$ cat src/rtl/route_compute_unit_pkg.sv
// ----------------------------------------------------------------------------
// route_compute_unit_pkg
// Shared constants for the mesh NoC route computation unit and its route
// function: output port codes, routing mode selectors and FSM state codes.
// Also holds a small helper that maps an output port code to the matching
// congestion flag.
// ----------------------------------------------------------------------------
package route_compute_unit_pkg;

  // Output port codes seen by the switch allocator.
  localparam logic [2:0] OUT_LOCAL_PORT = 3'd0;
  localparam logic [2:0] OUT_X1_PORT    = 3'd1;  // towards smaller x (west)
  localparam logic [2:0] OUT_X2_PORT    = 3'd2;  // towards larger x (east)
  localparam logic [2:0] OUT_Y1_PORT    = 3'd3;  // towards smaller y
  localparam logic [2:0] OUT_Y2_PORT    = 3'd4;  // towards larger y

  // Routing algorithm selectors.
  localparam int ROUTE_XY = 0;
  localparam int ROUTE_YX = 1;
  localparam int ROUTE_WF = 2;

  // Wormhole state machine encodings.
  localparam logic [0:0] ST_IDLE   = 1'b0;
  localparam logic [0:0] ST_LOCKED = 1'b1;

  // Registered output descriptor.
  typedef struct packed {
    logic [2:0] port;
    logic       tail;
  } out_desc_t;

  // Congestion flags are packed {Y2, Y1, X2, X1}; returns the busy flag of
  // the given output direction (LOCAL is never congested).
  function automatic logic port_busy(input logic [2:0] port,
                                     input logic [3:0] cong);
    logic busy;
    case (port)
      OUT_X1_PORT: busy = cong[0];
      OUT_X2_PORT: busy = cong[1];
      OUT_Y1_PORT: busy = cong[2];
      OUT_Y2_PORT: busy = cong[3];
      default:     busy = 1'b0;
    endcase
    return busy;
  endfunction

endpackage

$ cat src/rtl/route_compute_unit_route_fn.sv
// ----------------------------------------------------------------------------
// route_fn
// Purely combinational route function. Given this router's address, the
// destination address and the congestion flags, returns the output port for
// a head flit under the selected routing mode (XY, YX or west-first minimal
// adaptive). Kept separate so lookahead routing can reuse it.
//
// Ports:
//   router_add  in  X_W+Y_W  this router's address {y, x}
//   in_dst      in  X_W+Y_W  destination address {y, x}
//   cong        in  4        congestion flags {Y2, Y1, X2, X1}, 1 = busy
//   port        out 3        selected output port code
// ----------------------------------------------------------------------------
module route_fn
  import route_compute_unit_pkg::*;
#(
  parameter int X_W  = 2,
  parameter int Y_W  = 1,
  parameter int MODE = 0
) (
  input  logic [X_W+Y_W-1:0] router_add,
  input  logic [X_W+Y_W-1:0] in_dst,
  input  logic [3:0]         cong,
  output logic [2:0]         port
);

  logic [X_W-1:0] cx;
  logic [X_W-1:0] dx;
  logic [Y_W-1:0] cy;
  logic [Y_W-1:0] dy;

  assign cx = router_add[X_W-1:0];
  assign cy = router_add[X_W+Y_W-1:X_W];
  assign dx = in_dst[X_W-1:0];
  assign dy = in_dst[X_W+Y_W-1:X_W];

  logic [2:0] x_dir;
  logic [2:0] y_dir;
  logic [2:0] xy_port;
  logic [2:0] yx_port;
  logic [2:0] wf_port;
  logic       x2_busy;
  logic       y_busy;

  // Minimal direction along each axis (only meaningful when that axis differs).
  always_comb begin
    x_dir = (cx < dx) ? OUT_X2_PORT : OUT_X1_PORT;
    y_dir = (cy < dy) ? OUT_Y2_PORT : OUT_Y1_PORT;
  end

  always_comb begin
    if (cx != dx)      xy_port = x_dir;
    else if (cy == dy) xy_port = OUT_LOCAL_PORT;
    else               xy_port = y_dir;
  end

  always_comb begin
    if (cy != dy)      yx_port = y_dir;
    else if (cx == dx) yx_port = OUT_LOCAL_PORT;
    else               yx_port = x_dir;
  end

  // West-first: any westward hop must be taken first, so X1 is never a choice
  // alongside other directions. Otherwise pick among the remaining productive
  // directions, preferring X2 unless it alone is congested.
  always_comb begin
    x2_busy = port_busy(OUT_X2_PORT, cong);
    y_busy  = port_busy(y_dir, cong);
    if (dx < cx)                     wf_port = OUT_X1_PORT;
    else if (dx == cx && dy == cy)   wf_port = OUT_LOCAL_PORT;
    else if (dx == cx)               wf_port = y_dir;
    else if (dy == cy)               wf_port = OUT_X2_PORT;
    else if (x2_busy && !y_busy)     wf_port = y_dir;
    else                             wf_port = OUT_X2_PORT;
  end

  // Unknown mode values fall back to XY.
  always_comb begin
    case (MODE)
      ROUTE_YX: port = yx_port;
      ROUTE_WF: port = wf_port;
      default:  port = xy_port;
    endcase
  end

endmodule

$ cat src/rtl/route_compute_unit.sv
// ----------------------------------------------------------------------------
// route_compute_unit
// Per-input-port route computation for the mesh NoC router. Head flits get an
// output port from route_fn; the port is locked for the remaining flits of
// the packet (wormhole). One registered pipeline stage with valid/ready sits
// between the input buffer and the switch allocator.
//
// Ports:
//   clk         in   1        clock
//   rst         in   1        asynchronous active-high reset
//   router_add  in   X_W+Y_W  this router's address, static after reset
//   in_valid    in   1        flit descriptor valid
//   in_ready    out  1        descriptor accepted this cycle when valid
//   in_head     in   1        head flit
//   in_tail     in   1        tail flit (head+tail = single-flit packet)
//   in_dst      in   X_W+Y_W  destination, used on head flits only
//   cong        in   4        congestion flags {Y2, Y1, X2, X1}
//   out_valid   out  1        routed descriptor valid
//   out_ready   in   1        downstream accepts
//   out_port    out  3        output port code
//   out_tail    out  1        registered in_tail
//   err         out  1        sticky protocol-error flag
// ----------------------------------------------------------------------------
module route_compute_unit
  import route_compute_unit_pkg::*;
#(
  parameter int X_W  = 2,
  parameter int Y_W  = 1,
  parameter int MODE = 0
) (
  input  logic               clk,
  input  logic               rst,
  input  logic [X_W+Y_W-1:0] router_add,
  input  logic               in_valid,
  output logic               in_ready,
  input  logic               in_head,
  input  logic               in_tail,
  input  logic [X_W+Y_W-1:0] in_dst,
  input  logic [3:0]         cong,
  output logic               out_valid,
  input  logic               out_ready,
  output logic [2:0]         out_port,
  output logic               out_tail,
  output logic               err
);

  logic [0:0] state_q,     state_d;
  logic [2:0] lock_q,      lock_d;
  logic       err_q,       err_d;
  logic       out_valid_q, out_valid_d;
  out_desc_t  desc_q,      desc_d;

  logic [2:0] route_port;
  logic       xfer;

  route_fn #(
    .X_W  (X_W),
    .Y_W  (Y_W),
    .MODE (MODE)
  ) u_route_fn (
    .router_add (router_add),
    .in_dst     (in_dst),
    .cong       (cong),
    .port       (route_port)
  );

  assign in_ready = !out_valid_q || out_ready;
  assign xfer     = in_valid && in_ready;

  // State, lock and output stage only move on an accepted descriptor; a held
  // output simply drains when downstream takes it with nothing new behind.
  // The lock register follows every head flit, so a stray body flit in IDLE
  // reuses the route of the most recent head.
  always_comb begin
    state_d     = state_q;
    lock_d      = lock_q;
    err_d       = err_q;
    out_valid_d = out_valid_q;
    desc_d      = desc_q;
    if (xfer) begin
      out_valid_d = 1'b1;
      desc_d.tail = in_tail;
      if (in_head) begin
        // A head while locked aborts the old packet and starts a new one.
        if (state_q == ST_LOCKED) err_d = 1'b1;
        desc_d.port = route_port;
        lock_d      = route_port;
        state_d     = in_tail ? ST_IDLE : ST_LOCKED;
      end else begin
        desc_d.port = lock_q;
        if (state_q == ST_IDLE) begin
          err_d = 1'b1;
        end else if (in_tail) begin
          state_d = ST_IDLE;
        end
      end
    end else if (out_ready) begin
      out_valid_d = 1'b0;
    end
  end

  always_ff @(posedge clk or posedge rst) begin
    if (rst) begin
      state_q     <= ST_IDLE;
      lock_q      <= OUT_LOCAL_PORT;
      err_q       <= 1'b0;
      out_valid_q <= 1'b0;
      desc_q      <= '0;
    end else begin
      state_q     <= state_d;
      lock_q      <= lock_d;
      err_q       <= err_d;
      out_valid_q <= out_valid_d;
      desc_q      <= desc_d;
    end
  end

  assign out_valid = out_valid_q;
  assign out_port  = desc_q.port;
  assign out_tail  = desc_q.tail;
  assign err       = err_q;

endmodule

$ cat config.mk
export PLATFORM = sky130hd
export DESIGN_NAME = route_compute_unit
export DESIGN_NICKNAME = d
export VERILOG_FILES = /design/src/rtl/route_compute_unit_pkg.sv /design/src/rtl/route_compute_unit_route_fn.sv /design/src/rtl/route_compute_unit.sv
export SDC_FILE = /design/constraint.sdc
export NUM_CORES = 1
export LEC_CHECK = 0
export CORE_AREA = 2 2 39 41
export CTS_CLUSTER_DIAMETER = 150
export CTS_CLUSTER_SIZE = 14
export DETAILED_ROUTE_END_ITERATION = 8
export DIE_AREA = 0 0 41 43
export PLACE_DENSITY = 0.66
export SLEW_MARGIN = 20
export SYNTH_ARGS = -nofsm -noshare
export SYNTH_HDL_FRONTEND = slang
export SYNTH_HIERARCHICAL = 1
export SYNTH_SLANG_ARGS = --single-unit
export TNS_END_PERCENT = 30
$ cat constraint.sdc
create_clock -name clk -period 1.29 [get_ports clk]
set_input_delay 0.129 -clock clk [delete_from_list [all_inputs] [get_ports clk]]
set_output_delay 0.129 -clock clk [all_outputs]
set_load 0.01 [all_outputs]
==> flow_metrics.tcl <==
set metrics [dict create \
    status "completed" \
    clockBufferDepth 2 \
    dp_worst_setup_slack_ns -0.3629 \
    ys_async_sr_fraction_pct 100.0 \
    placed_cells 68 \
    worstPathArrival_ns 1.37 \
    core_area_mm2 0.001384 \
    cts_made_buffers 3 \
    yosysTopAreaCellShare_pct 46.36 \
    seq_area_frac_synth_pct 46.36 \
    insertedDiodeCount 0 \
    nets 75 \
    cts_tree "built" \
    p_sw_share_pct 25.07 \
    wire_per_inst_um 10.21 \
    grt_usage_pct 10.53 \
    grt_pass1_wl_um 1235 \
    drc 0 \
    die-height_um 43 \
    drtIter0Drc 3 \
    ir_drop_mv 0.5354 \
    crit_cells 6 \
    slowest_delay_ns 0.45 \
    path_clk_slew_ns 0.05 \
    fin_total_pwr_mw 0.6747 \
    path_class "input port to flip-flop" \
    place_congestion 0.6227 \
    drv_cap 0 \
    totalWireLength_um 735 \
    synth_area_leaders "dfrtp_1 (46%), mux2_4 (12%), ha_1 (6.6%), o21bai_1 (4.0%), nand2b_4 (3.6%)" \
    final_cell_area_um2 670.6 \
    switchingPower_mw 0.1691 \
    synth_area_leader_cell "dfrtp_1" \
    rsz0062_at_grt "no" \
    r2r_cells 3 \
    final_cell_count_no_fill 72 \
    powerDensity_mw_per_mm2 1006 \
    synth_edf_count 0 \
    combinationalPowerShare_pct 30.9 \
    io_pins 23 \
    port_buffers 18 \
    sequentialPowerShare_pct 39.7 \
    clkPwrFrac_pct 29.4 \
    placed_area_um2 600.6 \
    start_kind "input port" \
    final_util_pct 48.46 \
    via_count 310 \
    antenna_found_initial 0 \
    viasPerCell 4.306 \
    skew_ns 0.002947 \
    fmax_mhz 804.8 \
    cp.required_ns 1.42 \
    period_minus_slack_ns 1.243 \
    die_area_mm2 0.001763 \
    finalHoldViolCount 0 \
    worst_path_max_delay_cell "clkdlybuf4s50_1" \
    final_common_cell "clkdlybuf4s50_1" \
    leakagePower_nw 0.3478 \
    relSlewSlack_pct 81.42 \
    crit_path_end_kind "flip-flop" \
    finalSetupViolCount 0 \
    fp.dieW_um 41 \
    synth_warnings 6 \
    clkSinkCount 7 \
    htree_levels 1 \
    grt_max_degree 8 \
    ant_nets 0 \
    synth-main-ff-cell "dfrtp_1" \
    crit_family "buffers and inverters" \
    ys_seq_elements 7 \
    finalCritPeriodShare_pct 96.32 \
    hold_buffers 0 \
    post-dp-hpwl_um 583.5 \
    postCtsSetupBuffers 0 \
    crit_chain "clkdlybuf4s50_1 -> inv_1 -> ha_4 -> a21oi_2 -> o21bai_1 -> mux2_4" \
    holdWs_ns 0.1093 \
    crit_fanout 3 \
    syn_nets 49 \
    synth_cell_type_count 17 \
    syn_area_per_cell_um2 12.19 \
    tightest_slew_ns 0.2783 \
    overflow 0 \
    worstSkewPairLatency_ns 0.25 \
    maxSlewViolCount 0 \
    layout_common_cells "clkdlybuf4s50_1 (9), dfrtp_1 (7), dlymetal6s2s_1 (6)" \
    worst-path-buf-inv 2 \
    area_growth_pct 77.48 \
    start_util_pct 27.31 \
    syn_area_um2 377.9 \
    syn_inst 31 \
    cts_root_buf "clkbuf_4" \
    p_int_mw 0.5056 \
    drt-pass1-iter-count 2 \
    layout-drive-gt1-share_pct 30.36 \
    hp-class "input port to async pin" \
    tns_ns 0 \
    finalWorstSetupSlack_ns 0.04743 \
    rows 14 \
    grt_pass1_vias 346 \
]
==> synth_stat cells (2+ instances only) <==
cell type,n
o21bai_1,2
inv_1,3
ha_1,2
mux2_4,3
nand2_1,2
nand2b_1,2
dfrtp_1,7
==> power by group through the flow <==
| stage | combinational [mW] | clock, mW | sequential (mW) |
|---|---|---|---|
| 2_1_floorplan | 0.0842 | 0 | 0.283 |
| 3_3_place_gp | 0.207 | 0 | 0.273 |
| 3_5_place_dp | 0.207 | 0 | 0.274 |
| 4_1_cts | 0.214 | 0.206 | 0.270 |
| 5_1_grt | 0.231 | 0.225 | 0.271 |
| 6_report | 0.209 | 0.199 | 0.268 |
==> area by class of cell <==
cell class,count,area [um^2]
Multi-Input combinational cell,21,224.0
Inverter,3,11.26
Sequential cell,7,175.2
Fill cell,144,713.2
Tap cell,16,20.02
Timing Repair Buffer,21,214.0
Clock buffer,4,26.28
==> flip-flops by register name, summed over array words and instances, names as in the netlist <==
name       cells
err            1
out_port       3
out_tail       1
out_valid      1
state_q        1
==> cells by family (layout without fill, tap and decap cells) <==
family,after synthesis,in the layout,synth area share [%]
xor gates and xnor gates,1,1,2.318
buffers and inverters,3,28,2.980
DFF,7,7,46.36
muxes,3,3,11.92
adders and majority gates,2,2,6.621
AOI/OAI and AO/OA,6,6,12.58
and+or+nand+nor,9,9,17.22
==> what timing repair did <==
action | 4_1_cts | 5_1_grt
resized for setup | 6 | 7
setup endpoints to repair | 4 | 8
pin swaps | 2 | 0
==> per-layer routing <==
metal | share of wire (%) | wire length [um] | GRT usage, %
met5 | 0 | 0 | 0
met1 | 44 | 320 | 12.87
met4 | 0 | 0 | 6.000
met2 | 44 | 326 | 15.31
met3 | 12 | 88 | 3.665
==> worst paths after layout <==
check                                           start                      end  slack, ns
worst max register to register  out_valid$_DFFE_PP0P_  out_port[1]$_DFFE_PP0P_       0.15
worst max-delay path                        in_dst[1]  out_port[1]$_DFFE_PP0P_       0.05
worst min register to register        err$_DFFE_PP0P_          err$_DFFE_PP0P_       0.47
min in group clk                      err$_DFFE_PP0P_          err$_DFFE_PP0P_       0.47
worst min-delay path                              rst    out_valid$_DFFE_PP0P_       0.11
max in group asynchronous                         rst          err$_DFFE_PP0P_       0.96
(Power assumes the default switching activity.)
